$ cat config.mk
export PLATFORM = sky130hd
export DESIGN_NAME = tdes_round_sched_flat
export DESIGN_NICKNAME = d
export VERILOG_FILES = /design/src/rtl/tdes_round_sched_if.sv /design/src/rtl/tdes_round_sched.sv /design/src/flat_wrapper.sv
export SDC_FILE = /design/constraint.sdc
export NUM_CORES = 1
export LEC_CHECK = 0
export CORE_ASPECT_RATIO = 0.9
export CORE_MARGIN = 3
export CORE_UTILIZATION = 40
export CTS_CLUSTER_DIAMETER = 200
export DETAILED_ROUTE_END_ITERATION = 8
export GPL_TIMING_DRIVEN = 1
export HOLD_SLACK_MARGIN = 0.06
export PLACE_DENSITY = 0.7
export SLEW_MARGIN = 20
export SYNTH_ARGS = -nofsm -noshare
export SYNTH_HDL_FRONTEND = slang
export SYNTH_SLANG_ARGS = --single-unit
export TNS_END_PERCENT = 30
$ cat constraint.sdc
create_clock -name clk -period 2.4 [get_ports clk]
set_input_delay 0.36 -clock clk [delete_from_list [all_inputs] [get_ports clk]]
set_output_delay 0.36 -clock clk [all_outputs]
set_load 0.01 [all_outputs]
$ cat src/rtl/tdes_round_sched_if.sv
// Handshake and control bundle between the DES/3DES round sequencer and the
// blocks around it (request source, round datapath, key schedule, result sink).
//
// Signals:
//   in_valid / in_ready / decrypt : block request handshake and mode
//   abort                         : synchronous abort to IDLE
//   out_valid / out_ready         : result handshake
//   blk_load, ks_load, key_sel    : load strobes and key select
//   round_en, shift_dir, shift_amt, last_round : per-round datapath/key-schedule controls
//   round_idx, pass_idx, busy     : progress status
//
// Modports:
//   master : the environment side (drives requests, abort, out_ready)
//   slave  : the sequencer itself
interface tdes_round_sched_if;
  logic       in_valid;
  logic       in_ready;
  logic       decrypt;
  logic       abort;
  logic       blk_load;
  logic       ks_load;
  logic [1:0] key_sel;
  logic       round_en;
  logic       shift_dir;
  logic [1:0] shift_amt;
  logic       last_round;
  logic [3:0] round_idx;
  logic [1:0] pass_idx;
  logic       busy;
  logic       out_valid;
  logic       out_ready;

  modport master (
    output in_valid, decrypt, abort, out_ready,
    input  in_ready, blk_load, ks_load, key_sel, round_en, shift_dir,
           shift_amt, last_round, round_idx, pass_idx, busy, out_valid
  );

  modport slave (
    input  in_valid, decrypt, abort, out_ready,
    output in_ready, blk_load, ks_load, key_sel, round_en, shift_dir,
           shift_amt, last_round, round_idx, pass_idx, busy, out_valid
  );
endinterface

$ cat src/rtl/tdes_round_sched.sv
// Sequencer for an iterative single-round DES datapath and its C/D key
// schedule. One accepted block is stepped through 16 rounds per pass; with
// TRIPLE=1 three passes are run in EDE order with a key reload between passes.
//
// Ports:
//   clk    : clock, rising edge
//   rst_n  : asynchronous active-low reset
//   sched  : tdes_round_sched_if.slave bundle (request/result handshakes,
//            load strobes, key select, round enable, shift controls, status)
//
// Parameters:
//   TRIPLE : 1 = 3DES EDE (3 passes), 0 = single DES (1 pass, K1 only)
//
// All outputs are Moore outputs decoded from the state, counters and the
// mode latched at accept time.
module tdes_round_sched #(
  parameter bit TRIPLE = 1'b1
) (
  input  logic                clk,
  input  logic                rst_n,
  tdes_round_sched_if.slave   sched
);

  typedef enum logic [2:0] {
    IDLE  = 3'd0,
    LOAD  = 3'd1,
    ROUND = 3'd2,
    KEYLD = 3'd3,
    DONE  = 3'd4
  } state_t;

  localparam logic [1:0] LAST_PASS = TRIPLE ? 2'd2 : 2'd0;

  state_t     state_reg;
  logic [3:0] round_idx_reg;
  logic [1:0] pass_idx_reg;
  logic       mode_reg;

  // Encryption key-schedule rotation amount for round r.
  function automatic logic [1:0] shift_of(input logic [3:0] r);
    logic [1:0] amt;
    case (r)
      4'd0, 4'd1, 4'd8, 4'd15: amt = 2'd1;
      default:                 amt = 2'd2;
    endcase
    return amt;
  endfunction

  always_ff @(posedge clk or negedge rst_n) begin
    if (!rst_n) begin
      state_reg     <= IDLE;
      round_idx_reg <= 4'd0;
      pass_idx_reg  <= 2'd0;
      mode_reg      <= 1'b0;
    end else if (sched.abort) begin
      // Abort wins over both handshakes, including a pending request in IDLE.
      state_reg     <= IDLE;
      round_idx_reg <= 4'd0;
      pass_idx_reg  <= 2'd0;
    end else begin
      case (state_reg)
        IDLE: begin
          if (sched.in_valid) begin
            mode_reg      <= sched.decrypt;
            round_idx_reg <= 4'd0;
            pass_idx_reg  <= 2'd0;
            state_reg     <= LOAD;
          end
        end
        LOAD: begin
          state_reg <= ROUND;
        end
        ROUND: begin
          if (round_idx_reg == 4'd15) begin
            if (pass_idx_reg == LAST_PASS) begin
              // round_idx stays at 15 in DONE; it only wraps on a pass change.
              state_reg <= DONE;
            end else begin
              pass_idx_reg  <= pass_idx_reg + 2'd1;
              round_idx_reg <= 4'd0;
              state_reg     <= KEYLD;
            end
          end else begin
            round_idx_reg <= round_idx_reg + 4'd1;
          end
        end
        KEYLD: begin
          state_reg <= ROUND;
        end
        DONE: begin
          if (sched.out_ready) begin
            round_idx_reg <= 4'd0;
            pass_idx_reg  <= 2'd0;
            state_reg     <= IDLE;
          end
        end
        default: begin
          state_reg <= IDLE;
        end
      endcase
    end
  end

  // Decrypt passes: pass 1 in encrypt mode; passes 0 and 2 in decrypt mode.
  logic pass_is_d;
  assign pass_is_d = TRIPLE ? (mode_reg ^ (pass_idx_reg == 2'd1)) : mode_reg;

  logic in_round;
  assign in_round = (state_reg == ROUND);

  // Decrypt passes rotate right by the encryption table read backwards,
  // with no rotation before round 0. 4'd0 - r is 16 - r for r = 1..15.
  logic [1:0] amt_d;
  assign amt_d = (round_idx_reg == 4'd0) ? 2'd0 : shift_of(4'd0 - round_idx_reg);

  assign sched.in_ready   = (state_reg == IDLE);
  assign sched.busy       = (state_reg != IDLE);
  assign sched.out_valid  = (state_reg == DONE);
  assign sched.blk_load   = (state_reg == LOAD);
  assign sched.ks_load    = (state_reg == LOAD) || (state_reg == KEYLD);
  assign sched.round_en   = in_round;
  assign sched.last_round = in_round && (round_idx_reg == 4'd15);
  assign sched.round_idx  = round_idx_reg;
  assign sched.pass_idx   = pass_idx_reg;
  // Key order K1,K2,K3 for encrypt mode, K3,K2,K1 for decrypt mode.
  assign sched.key_sel    = !TRIPLE ? 2'd0
                          : (mode_reg ? (2'd2 - pass_idx_reg) : pass_idx_reg);
  assign sched.shift_dir  = in_round && pass_is_d;
  assign sched.shift_amt  = !in_round ? 2'd0
                          : (pass_is_d ? amt_d : shift_of(round_idx_reg));

endmodule

$ cat src/flat_wrapper.sv
// flat-port wrapper written by rule: the top's interface ports become plain ports
module tdes_round_sched_flat 
#(
  parameter bit TRIPLE = 1'b1
)
  (clk, rst_n, sched_in_valid, sched_decrypt, sched_abort, sched_out_ready, sched_in_ready, sched_blk_load, sched_ks_load, sched_key_sel, sched_round_en, sched_shift_dir, sched_shift_amt, sched_last_round, sched_round_idx, sched_pass_idx, sched_busy, sched_out_valid);
  tdes_round_sched_if sched_i ();
  input  logic clk;
  input  logic rst_n;
  input wire logic [$bits(sched_i.in_valid)-1:0] sched_in_valid;
  input wire logic [$bits(sched_i.decrypt)-1:0] sched_decrypt;
  input wire logic [$bits(sched_i.abort)-1:0] sched_abort;
  input wire logic [$bits(sched_i.out_ready)-1:0] sched_out_ready;
  output wire logic [$bits(sched_i.in_ready)-1:0] sched_in_ready;
  output wire logic [$bits(sched_i.blk_load)-1:0] sched_blk_load;
  output wire logic [$bits(sched_i.ks_load)-1:0] sched_ks_load;
  output wire logic [$bits(sched_i.key_sel)-1:0] sched_key_sel;
  output wire logic [$bits(sched_i.round_en)-1:0] sched_round_en;
  output wire logic [$bits(sched_i.shift_dir)-1:0] sched_shift_dir;
  output wire logic [$bits(sched_i.shift_amt)-1:0] sched_shift_amt;
  output wire logic [$bits(sched_i.last_round)-1:0] sched_last_round;
  output wire logic [$bits(sched_i.round_idx)-1:0] sched_round_idx;
  output wire logic [$bits(sched_i.pass_idx)-1:0] sched_pass_idx;
  output wire logic [$bits(sched_i.busy)-1:0] sched_busy;
  output wire logic [$bits(sched_i.out_valid)-1:0] sched_out_valid;
  assign sched_i.in_valid = sched_in_valid;
  assign sched_i.decrypt = sched_decrypt;
  assign sched_i.abort = sched_abort;
  assign sched_i.out_ready = sched_out_ready;
  assign sched_in_ready = sched_i.in_ready;
  assign sched_blk_load = sched_i.blk_load;
  assign sched_ks_load = sched_i.ks_load;
  assign sched_key_sel = sched_i.key_sel;
  assign sched_round_en = sched_i.round_en;
  assign sched_shift_dir = sched_i.shift_dir;
  assign sched_shift_amt = sched_i.shift_amt;
  assign sched_last_round = sched_i.last_round;
  assign sched_round_idx = sched_i.round_idx;
  assign sched_pass_idx = sched_i.pass_idx;
  assign sched_busy = sched_i.busy;
  assign sched_out_valid = sched_i.out_valid;
  tdes_round_sched #(.TRIPLE(TRIPLE)) u_core (.clk(clk), .rst_n(rst_n), .sched(sched_i));
endmodule
* Word level (Yosys, flattened, before mapping)
Cells that the tools add are included.
** Word-level totals
- Register bits :: 10
- Bits of input ports :: 6
- Output and inout bits :: 18
** Operators by class
- Multiplexer cells :: 24
- Bitwise gates (word level) :: 2
- Add/subtract/negate cells :: 4
- Reduce and logical (&&, ||, !) cells :: 15
- Equal/unequal tests :: 17
** Operators with widths (count)
- 2-bit two-way mux :: 11
- 4-bit two-way mux :: 5
- 4-bit equality test (second input constant) :: 4
- 3-bit two-way mux :: 5
- 3-bit inequality test (second input constant) :: 4
- 3-bit one-hot mux with 4 select lines :: 1
- 4-bit one-hot mux with 3 select lines :: 1
- 4-bit by 1-bit equality test with 1-bit output (second input constant) :: 2
- 4-bit logical NOT :: 2
- 4-bit OR reduction :: 2
- 3-bit by 2-bit equality test with 1-bit output (second input constant) :: 2
- 2-bit one-hot mux with 3 select lines :: 1
- 3-bit AND reduction :: 2
- 5-bit AND reduction :: 1
- 4-bit by 1-bit adder with 4-bit output (second input constant) :: 1
- 4-bit inequality test (second input constant) :: 1
- 4-bit AND reduction :: 1
- 4-bit nonzero test :: 1
- 1-bit by 4-bit subtractor with 4-bit output (first input constant) :: 1
- 3-bit by 1-bit equality test with 1-bit output (second input constant) :: 1
- 3-bit equality test (second input constant) :: 1
- 3-bit logical NOT :: 1
- 3-bit nonzero test :: 1
- 2-bit by 1-bit adder with 2-bit output (second input constant) :: 1
- other kinds (8) :: 9

* Longest topological paths before layout
- Depth in word-level cells :: 7
- Gate-level depth with buffers :: 6

* Worst setup path before layout
Ideal clock, no wire load.
- Kind :: register -> output
- From :: reg u_core.round_idx_reg[0], in the netlist u_core.sched.round_idx[0]
- To :: out sched_shift_amt[1]
- Path buffers :: 0
- Stages on the path, launching flop included :: 7
- Path slack :: 0.505 ns
- Arrival :: 1.535 ns
- Cell sequence :: dfrtp_1 > inv_1 > ha_1 > and3b_1 > o21ai_0 > nand3_1 > a211oi_1
** On the way
- Longest elaborated chain between the ends :: 7
- Elaborated cells on any way between the ends :: 16
** Ends and longest elaborated chain
- start, declared :: RTL line tdes_round_sched.sv:35 : logic [3:0] round_idx_reg;
- start signal, assigned :: RTL line tdes_round_sched.sv:84 : round_idx_reg <= round_idx_reg + 4'd1;
- 1-bit by 4-bit subtractor with 4-bit output :: RTL line tdes_round_sched.sv:114 : assign amt_d = (round_idx_reg == 4'd0) ? 2'd0 : shift_of(4'd0 - round_idx_reg);
- 4-bit by 1-bit equality test with 1-bit output (tied with other cells) :: RTL line tdes_round_sched.sv:42 : case (r)
- 4-bit OR reduction :: RTL line tdes_round_sched.sv:42
- 2-bit two-way mux :: RTL line tdes_round_sched.sv:42
- 2-bit two-way mux :: RTL line tdes_round_sched.sv:114
- 2-bit two-way mux (*) :: RTL line tdes_round_sched.sv:130 : : (pass_is_d ? amt_d : shift_of(round_idx_reg));
- 2-bit two-way mux (*) :: RTL line tdes_round_sched.sv:129 : assign sched.shift_amt = !in_round ? 2'd0
- end, declared :: RTL line flat_wrapper.sv:20 : output wire logic [$bits(sched_i.shift_amt)-1:0] sched_shift_amt;
Mark *: on every way between the ends. The rest lies on a longest branch, timed or not.

* Final worst setup path
- From :: reg u_core.pass_idx_reg[1], in the netlist u_core.sched.pass_idx[1]
- To :: out sched_shift_dir
** On the way
- Longest elaborated chain between the ends :: 3
** Ends and longest elaborated chain
- start, declared :: RTL line tdes_round_sched.sv:36 : logic [1:0] pass_idx_reg;
- start signal, assigned :: RTL line tdes_round_sched.sv:79 : pass_idx_reg <= pass_idx_reg + 2'd1;
- 2-bit by 1-bit equality test with 1-bit output :: RTL line tdes_round_sched.sv:106 : assign pass_is_d = TRIPLE ? (mode_reg ^ (pass_idx_reg == 2'd1)) : mode_reg;
- 1-bit bitwise XOR :: RTL line tdes_round_sched.sv:106
- 1-bit logical AND :: RTL line tdes_round_sched.sv:128 : assign sched.shift_dir = in_round && pass_is_d;
- end, declared :: RTL line flat_wrapper.sv:19 : output wire logic [$bits(sched_i.shift_dir)-1:0] sched_shift_dir;
No other way between the ends.

==> metrics.yaml <==
status: "complete, no violations"
period_needed_ps: 2280
hold_class: "in2async"
die_area_um2: 2580
synth_area_um2: 801
tightest_slew_ps: 468
critical_path_required_ps: 2040
rsz0062_at_grt: "false"
core_um2: 1790
post_cts_buffers: 0
drtPass1Iterations: 4
synth_flop_cell: "dfrtp_1"
grt_pass1_vias: 736
grt_max_degree: 13
ios: 24
grtUsageTotal: 0.175
cts_tree: "built"
synth_seq_cells: 10
maxCapViolCount: 0
io_buffer_count: 23
die_w_um: 53.2
rows: 14
synth_area_leader_cell: "dfrtp_1"
finalSetupTns_ps: 0
drtIter0Drc: 16
ir_worst_vdd_uv: 316
cts_buffers: 3
placed_area_um2: 1060
clock_path_buffers: 2
worstPathArrival_ps: 1920
yosys.area.top_type_share: 0.313
fmax_mhz: 439
layout_commonest_cell: "clkdlybuf4s50_1"
drc: 0
dp_hpwl_um: 1530
maxSlewViolCount: 0
root_buffer: "clkbuf_4"
synth_cells: 95
path_clk_slew_ps: 60
cts_sinks: 10
largest_register_ff_count: 4
grt_overflow: 0
netlist_top_cells_area: "dfrtp_1, ha_1, nor3_1"
yosysSeqAreaShare: 0.313
p_leak_nw: 0.459
fin_nets: 133
num_vias: 783
finalWeightedCongestion: 0.804
antennaDiodeCount: 0
reg2reg_from: "u_core.sched.round_idx[0]$_DFFE_PN0P_"
syn_avg_cell_area_um2: 8.43
floorplan.initialDensity: 0.448
die_h_um: 48.4
pwr_density_cell_nw_per_um2: 386
synth_nets: 107
critPathLaunch: "u_core.sched.pass_idx[1]$_DFFE_PN0P_"
startpoint_type: "register"
hold_viol_final: 0
fin_area_um2: 1090
finalSetupViolCount: 0
slew_headroom: 0.687
final_util: 0.609
htree_levels: 1
clock_skew_ps: 2.21
antenna_found_initial: 0
mostFrequentLayoutCells: "clkdlybuf4s50_1, dfrtp_1, nor3_1"
synth-edff-count: 0
post_drt_wl_per_cell_um: 13.7
yosysWarnings: 0
wl_um: 1960
grt_pass1_wl_um: 3400
areaGrowthSynthToFinish_pct: 35.9
cp-end-kind: "primary output"
finalHoldWorstSlack_ps: 423
p_total_uw: 420
fin_crit_sh: 0.949
yosysUniqueCellTypes: 35
insertion_delay_ps: 260
ctsHoldBuffers: 0
synth-async-reset-ratio: 1.00
critical_path_peak_fanout: 3
drive_gt1_frac: 0.143
routed_via_density: 5.48
ant_nets: 0
worst-setup-path-type: "reg2out"
cells by family after synthesis:
family | Yosys count | synth area share
adder cells (fa/ha/maj) | 6 | 0.0937
buffers and inverters | 15 | 0.0938
flip-flops | 10 | 0.313
AND/OR/NAND/NOR | 41 | 0.298
multiplexers | 2 | 0.0266
XOR/XNOR | 1 | 0.0109
AO/OA/AOI/OAI | 20 | 0.164
worst paths after layout:
| path | slack [ps] | depth (start not counted) | endpoint |
|---|---|---|---|
| setup / recovery | 120 | 5 | sched_shift_dir |
| hold / removal | 420 | 1 | u_core.sched.pass_idx[0]$_DFFE_PN0P_ |
| setup reg to reg | 600 | 6 | u_core.sched.pass_idx[1]$_DFFE_PN0P_ |
| hold reg to reg | 570 | 2 | u_core.state_reg[1]$_DFFE_PN0P_ |
| max in group asynchronous | 1630 | 1 | u_core.sched.round_idx[0]$_DFFE_PN0P_ |
| min in group clk | 570 | 2 | u_core.state_reg[1]$_DFFE_PN0P_ |
where the power goes:
part / total, mW / leakage [nW] / switching (mW) / internal [mW]
sequential: 0.185 / 0.134 / 0.00818 / 0.176
combinational: 0.127 / 0.311 / 0.0627 / 0.0647
clock: 0.108 / 0.0138 / 0.0506 / 0.0576
total: 0.420 / 0.459 / 0.121 / 0.299
critical path: stages (launching register included):
cell             delay (ps)
dfrtp_1                 390
inv_1                   100
ha_1                    170
xor2_1                  270
and2b_1                 190
clkdlybuf4s50_1         530
layout make-up:
cell class | instances | area (µm²)
sequential | 10 | 251
timing repair buffer | 29 | 269
fill | 168 | 698
tap | 24 | 30.0
multi-input combinational | 70 | 489
inverter | 7 | 26.3
clock buffer | 3 | 22.5
routing by layer:
metal / vias up / track usage / wire, µm
met5: - / 0 / 0
met3: 4 / 0.0644 / 112
met2: 27 / 0.258 / 930
met1: 361 / 0.240 / 885
li1: 391 / - / -
met4: 0 / 0.0426 / 36
Yosys cell counts (3+ instances only):
| master | number |
|---|---|
| o21ai_0 | 5 |
| nand3_1 | 4 |
| clkbuf_1 | 5 |
| nand2_1 | 4 |
| inv_1 | 7 |
| ha_1 | 6 |
| a21oi_1 | 6 |
| dfrtp_1 | 10 |
| nor3_1 | 7 |
| nand3b_1 | 3 |
| nor2b_1 | 3 |
| nor2_1 | 6 |
timing repair:
item / 4_1_cts / 5_1_grt
pin swaps: 0 / 0
endpoints found under the setup margin: 2 / 3
gates resized for setup: 7 / 5
per-stage QoR:
step | cells | setup WS (ps)
after floorplan | 95 | 505
after global placement | 140 | 143
after detailed placement | 140 | 59.8
after CTS | 143 | 74.8
after global routing | 143 | 24.2
final | 143 | 123
Note: power is estimated with default switching activity, not from simulation.
